## src/rtl/pipe_hazard_ctrl.sv

```systemverilog
// Pipeline sequencing controller: stall, flush and freeze decisions for the five-stage core.
// Control outputs are combinational from the current inputs. FSM, wait counter, error flag and statistics are registered.
// Optional macro PIPE_FWD_EN: when defined, forwarding is present and only load-use stalls; otherwise any RAW against EXE/MEM stalls.
module pipe_hazard_ctrl #(
  parameter int unsigned MEM_TIMEOUT = 255,
  parameter int unsigned CNT_W       = 16
) (
  input  logic             clk,
  input  logic             rst,
  input  logic [3:0]       src_1,
  input  logic [3:0]       src_2,
  input  logic             two_src,
  input  logic             id_uses_src_1,
  input  logic [3:0]       exe_dest,
  input  logic             exe_wb_en,
  input  logic             exe_mem_r_en,
  input  logic [3:0]       mem_dest,
  input  logic             mem_wb_en,
  input  logic             branch_taken,
  input  logic             mem_req,
  input  logic             mem_ready,
  output logic             freeze_front,
  output logic             flush_if_id,
  output logic             flush_id_ex,
  output logic             freeze_all,
  output logic             mem_timeout_err,
  output logic [CNT_W-1:0] stall_cycles,
  output logic [CNT_W-1:0] flush_events
);

  typedef enum logic {
    RUN      = 1'b0,
    MEM_WAIT = 1'b1
  } state_t;

  localparam logic [7:0]       TIMEOUT_CNT = 8'(MEM_TIMEOUT);
  localparam logic [CNT_W-1:0] CNT_MAX     = '1;

  state_t     state;
  state_t     state_nxt;
  logic [7:0] wait_cnt;
  logic [7:0] wait_cnt_nxt;

  logic exe_match;
  logic mem_match;
  logic hazard;

  // A source only matches when the ID instruction really reads it.
  assign exe_match = (id_uses_src_1 && (src_1 == exe_dest)) ||
                     (two_src       && (src_2 == exe_dest));
  assign mem_match = (id_uses_src_1 && (src_1 == mem_dest)) ||
                     (two_src       && (src_2 == mem_dest));

`ifdef PIPE_FWD_EN
  // Forwarding covers every producer except a load still in EXE.
  logic unused_fwd;
  assign unused_fwd = mem_match & mem_wb_en;
  assign hazard     = exe_wb_en & exe_mem_r_en & exe_match;
`else
  // No forwarding: any writer in EXE or MEM blocks a dependent ID instruction.
  assign hazard = (exe_wb_en & exe_match) | (mem_wb_en & mem_match);
`endif

  // The data-memory port holds the whole pipeline while an access is outstanding.
  assign freeze_all = mem_req & ~mem_ready;

  // Front-end controls by priority: global freeze defers everything, a taken branch discards ID, then hazards.
  always_comb begin
    freeze_front = 1'b0;
    flush_if_id  = 1'b0;
    flush_id_ex  = 1'b0;
    if (freeze_all) begin
      freeze_front = 1'b0;
    end else if (branch_taken) begin
      flush_if_id = 1'b1;
      flush_id_ex = 1'b1;
    end else if (hazard) begin
      freeze_front = 1'b1;
      flush_id_ex  = 1'b1;
    end
  end

  // Next state and wait counter; the FSM keeps waiting even after a timeout.
  always_comb begin
    state_nxt    = state;
    wait_cnt_nxt = wait_cnt;
    case (state)
      RUN: begin
        wait_cnt_nxt = 8'd0;
        if (mem_req && !mem_ready) begin
          state_nxt = MEM_WAIT;
        end
      end
      MEM_WAIT: begin
        if (wait_cnt != 8'hFF) begin
          wait_cnt_nxt = wait_cnt + 8'd1;
        end
        if (mem_ready) begin
          state_nxt = RUN;
        end
      end
      default: begin
        state_nxt    = RUN;
        wait_cnt_nxt = 8'd0;
      end
    endcase
  end

  // State register and wait counter.
  always_ff @(posedge clk) begin
    if (rst) begin
      state    <= RUN;
      wait_cnt <= 8'd0;
    end else begin
      state    <= state_nxt;
      wait_cnt <= wait_cnt_nxt;
    end
  end

  // Sticky timeout flag, cleared only by reset.
  always_ff @(posedge clk) begin
    if (rst) begin
      mem_timeout_err <= 1'b0;
    end else if ((state == MEM_WAIT) && (wait_cnt == TIMEOUT_CNT)) begin
      mem_timeout_err <= 1'b1;
    end
  end

  // Saturating bring-up statistics; a branch seen while frozen is not counted until it is acted on.
  always_ff @(posedge clk) begin
    if (rst) begin
      stall_cycles <= '0;
      flush_events <= '0;
    end else begin
      if ((freeze_front || freeze_all) && (stall_cycles != CNT_MAX)) begin
        stall_cycles <= stall_cycles + 1'b1;
      end
      if (branch_taken && !freeze_all && (flush_events != CNT_MAX)) begin
        flush_events <= flush_events + 1'b1;
      end
    end
  end

endmodule

```

## config.mk

```make
export PLATFORM = sky130hd
export DESIGN_NAME = pipe_hazard_ctrl
export DESIGN_NICKNAME = d
export VERILOG_FILES = /design/src/rtl/pipe_hazard_ctrl.sv
export SDC_FILE = /design/constraint.sdc
export NUM_CORES = 1
export LEC_CHECK = 0
export ABC_AREA = 1
export ABC_CLOCK_PERIOD_IN_PS = 1500
export CELL_PAD_IN_SITES_DETAIL_PLACEMENT = 1
export CELL_PAD_IN_SITES_GLOBAL_PLACEMENT = 1
export CORE_UTILIZATION = 31
export DETAILED_ROUTE_END_ITERATION = 12
export PLACE_DENSITY_LB_ADDON = 0.1
export SLEW_MARGIN = 20
export SYNTH_ARGS = -nofsm -noshare
export SYNTH_HDL_FRONTEND = slang
export SYNTH_SLANG_ARGS = --single-unit
```

## constraint.sdc

```tcl
create_clock -name clk -period 1.5 [get_ports clk]
set_input_delay 0.3 -clock clk [delete_from_list [all_inputs] [get_ports clk]]
set_output_delay 0.3 -clock clk [all_outputs]
set_load 0.01 [all_outputs]
```

==> results.toml <==
[timing]
tightest_slew_ns = 0.325
setup_slack_ns = -0.0652
period_share = 1.04
fin_worst_skew_ns = 0.0112
max_freq_mhz = 639
setup_viol = 13
rsz0062_at_grt = "yes"
min_period_ns = 1.57
finalHoldViolations = 0
slew_headroom = 0.780
whs_ns = 0.369
drv_slew = 0

[floorplan]
die_w_microns = 93.8
dieArea_sq_mm = 0.00881
placement_rows = 33
die_h_microns = 93.8
io_pins = 63
core_area_sq_mm = 0.00818
start_util = 0.320

[global_route]
grt_pass1_wl_microns = 13200
grt_util_met1 = 0.222
overflow = 0
grtUsageMet2 = 0.346
grt_pass1_vias = 2966
busiest_layer = "met2"
grtUsageTotal = 0.185
antenna_found_initial = 0
grt_max_degree = 19
grtUsageMet3 = 0.0218

[logic_synthesis]
synth_compound_area_frac = 0.118
avgSynthCellArea_sq_um = 6.52
ys_types = 40
synth.net_count = 430
synthAdderAreaFrac = 0.0144
yosysSeqAreaShare = 0.322
syn_inst = 401
synth_xor_xnor_area_share = 0.0335
synthMuxAreaShare = 0
syn-cell-area_sq_mm = 0.00262
synth-simple-area-share = 0.404
ys_ff_latch = 42
synth_top_family_by_area = "simple AND/OR/NAND/NOR gates"
yosysWarnings = 0

[placement]
dp_hpwl_microns = 6150
gp_congestion = 0.829
io_buffers = 61
place_inst = 615

[clock_network]
clk_latency_ns = 0.30
cts_sinks = 42
numCtsBuffers = 5
tritoncts = "yes"
cts_hold_buf = 0
cts_max_path_buffers = 2
path_clk_slew_ns = 0.09
h-tree-depth = 2
root_buffer = "clkbuf_8"

[run_status]
status = "finished, violations left"
failed_checks = "negative setup slack"

[route]
antenna_left = 0
drt_wl_total_microns = 8620
wl_per_cell_microns = 13.5
drc_errors = 0
drt_iter0_drc = 56
vias = 3010
dr.pass1.iters = 4
vias_per_cell = 4.73

[power_and_ir_drop]
power_switching_uw = 712
switching_share = 0.293
clockPowerShare = 0.313
peakVddDrop_mv = 0.363
p_comb_frac = 0.216
p_leak_nw = 2.13
p_int_mw = 1.72
seq_power_share = 0.472
powerDensity_mw_per_mm2 = 542

[setup_path]
path_class = "reg -> reg"
r2r-start = "flush_events[7]$_SDFFE_PP0P_"
worstSetupEndpointType = "flop"
path_cells = "nand2_2, inv_2, nand3_4, nor2_4, nand2_2, a21oi_4, clkinv_4, buf_12, o21ai_2, a21oi_1"
slowest_delay_ns = 0.34
cp_top_family = "buffers and inverters"
cp.arrival_ns = 1.75
r2r_end = "flush_events[15]$_SDFFE_PP0P_"
start_kind = "flop"
r2r_setup_slack_ns = -0.07
path_max_fanout = 8
cp.required_ns = 1.68
crit_slowest_cell = "dfxtp_2"
crit_buf_inv = 3
critPathMostFrequentCell = "nand2_2"
worstRegToRegCells = 10

[final_layout]
area_delta_synth_final_pct = 71.6
drive_above_1_share = 0.479
final_cells = 637
num-fill-cells = 1012
insertedDiodeCount = 0
final_nets = 560

[hold_path]
hold_end = "state$_SDFF_PP0_"
hold_path.class = "in -> reg"
hold_depth = 2
min_from = "mem_ready"

[run]
maxCapViolCount = 0
## cells by family after synthesis
family	Yosys count
and+or+nand+nor	227
DFF	42
adders and majority gates	3
xor gates and xnor gates	10
buffers and inverters	64
AOI/OAI and AO/OA	55
## timing repair
action	CTS	global route
setup buffers	6	10
pin swaps	27	55
resized for setup	175	140
setup endpoints to repair	74	42
## metrics by stage
step | setup WS (ns) | setup TNS (ns) | utilization | total power [mW] | area (sq um)
after floorplan | 0.00324 | 0 | - | 1.37 | 2640
after global routing | -0.152 | -2.68 | 0.549 | 2.54 | 4490
after CTS | -0.0462 | -0.0696 | 0.484 | 2.35 | 3960
after global placement | -0.866 | -19.25 | 0.463 | 1.60 | 3780
final | -0.0652 | -0.348 | 0.549 | 2.43 | 4490
after detailed placement | -0.892 | -20.04 | 0.463 | 1.61 | 3780
## layer usage
metal	routed length, microns	up-vias
li1	-	1534
met1	3850	1430
met2	4500	39
met3	200	7
met4	68	0
met5	0	-
## layout make-up
cell class                 count  area [sq um]  area share
clock buffer                   6          72.6      0.0162
clock inverter                 2          13.8     0.00307
inverter                      55           225      0.0502
multi-input combinational    295          1980       0.441
sequential                    42           876       0.195
tap                          105           131      0.0293
timing repair buffer         132          1190       0.265
## registers in the layout, summed over array words and instances (netlist names)
signal	count
stall_cycles	16
mem_timeout_err	1
state	1
flush_events	16
wait_cnt	8
## how the worst max path moves through the flow
| stage | start | end | slack (ns) | cells past startpoint |
|---|---|---|---|---|
| floorplan | stall_cycles[1]$_SDFFE_PP0P_ | stall_cycles[14]$_SDFFE_PP0P_ | 0.003 | 10 |
| global route | flush_events[8]$_SDFFE_PP0P_ | flush_events[15]$_SDFFE_PP0P_ | -0.15 | 10 |
| detailed placement | exe_dest[1] | freeze_front | -0.89 | 12 |
| CTS | exe_dest[1] | freeze_front | -0.05 | 12 |
| finish | flush_events[7]$_SDFFE_PP0P_ | flush_events[15]$_SDFFE_PP0P_ | -0.07 | 10 |
| global placement | exe_dest[1] | freeze_front | -0.87 | 12 |
## cells in the final DEF (no fill, tap or decap), types with 4 or more instances in the layout
cell / count
dfxtp_2: 16
o21ai_2: 5
xnor2_2: 4
inv_1: 33
dfxtp_4: 4
nand2_4: 13
buf_4: 61
nand2_2: 26
buf_12: 4
nor2_2: 9
nor3_1: 5
nand3_2: 8
dfxtp_1: 22
a21oi_2: 16
nand2_1: 77
clkbuf_8: 5
nand3_4: 5
nand3_1: 19
nor2_1: 37
o21ai_1: 4
a21oi_1: 20
inv_2: 16
buf_6: 20
dlygate4sd2_1: 33
nor2_4: 13
## cells in the mapped netlist, drive strengths merged
cell    number  area share
o21ai       11       0.024
ha           3       0.014
xnor2        7       0.023
o21a         2      0.0057
a31oi        1      0.0024
nand3       32       0.069
clkbuf       2      0.0029
a211oi       2      0.0077
buf          7       0.026
nor4b        1      0.0033
a21oi       37       0.072
clkinv       2      0.0033
o211ai       1      0.0029
nor3        10       0.021
inv         53       0.076
nand4        5       0.020
xor2         3       0.010
nor4         2      0.0048
nand2      116        0.18
nor2        59        0.10
o22a         1      0.0033
nand3b       2      0.0057
dfxtp       42        0.32
## power groups by stage
stage | Sequential [mW] | Combinational, mW | Clock (mW)
after floorplan | 1.18 | 0.188 | 0
after CTS | 1.14 | 0.423 | 0.780
after global placement | 1.17 | 0.427 | 0
after detailed placement | 1.17 | 0.434 | 0
final | 1.15 | 0.525 | 0.761
after global routing | 1.15 | 0.569 | 0.820
Power figures use the tool's default switching activity.
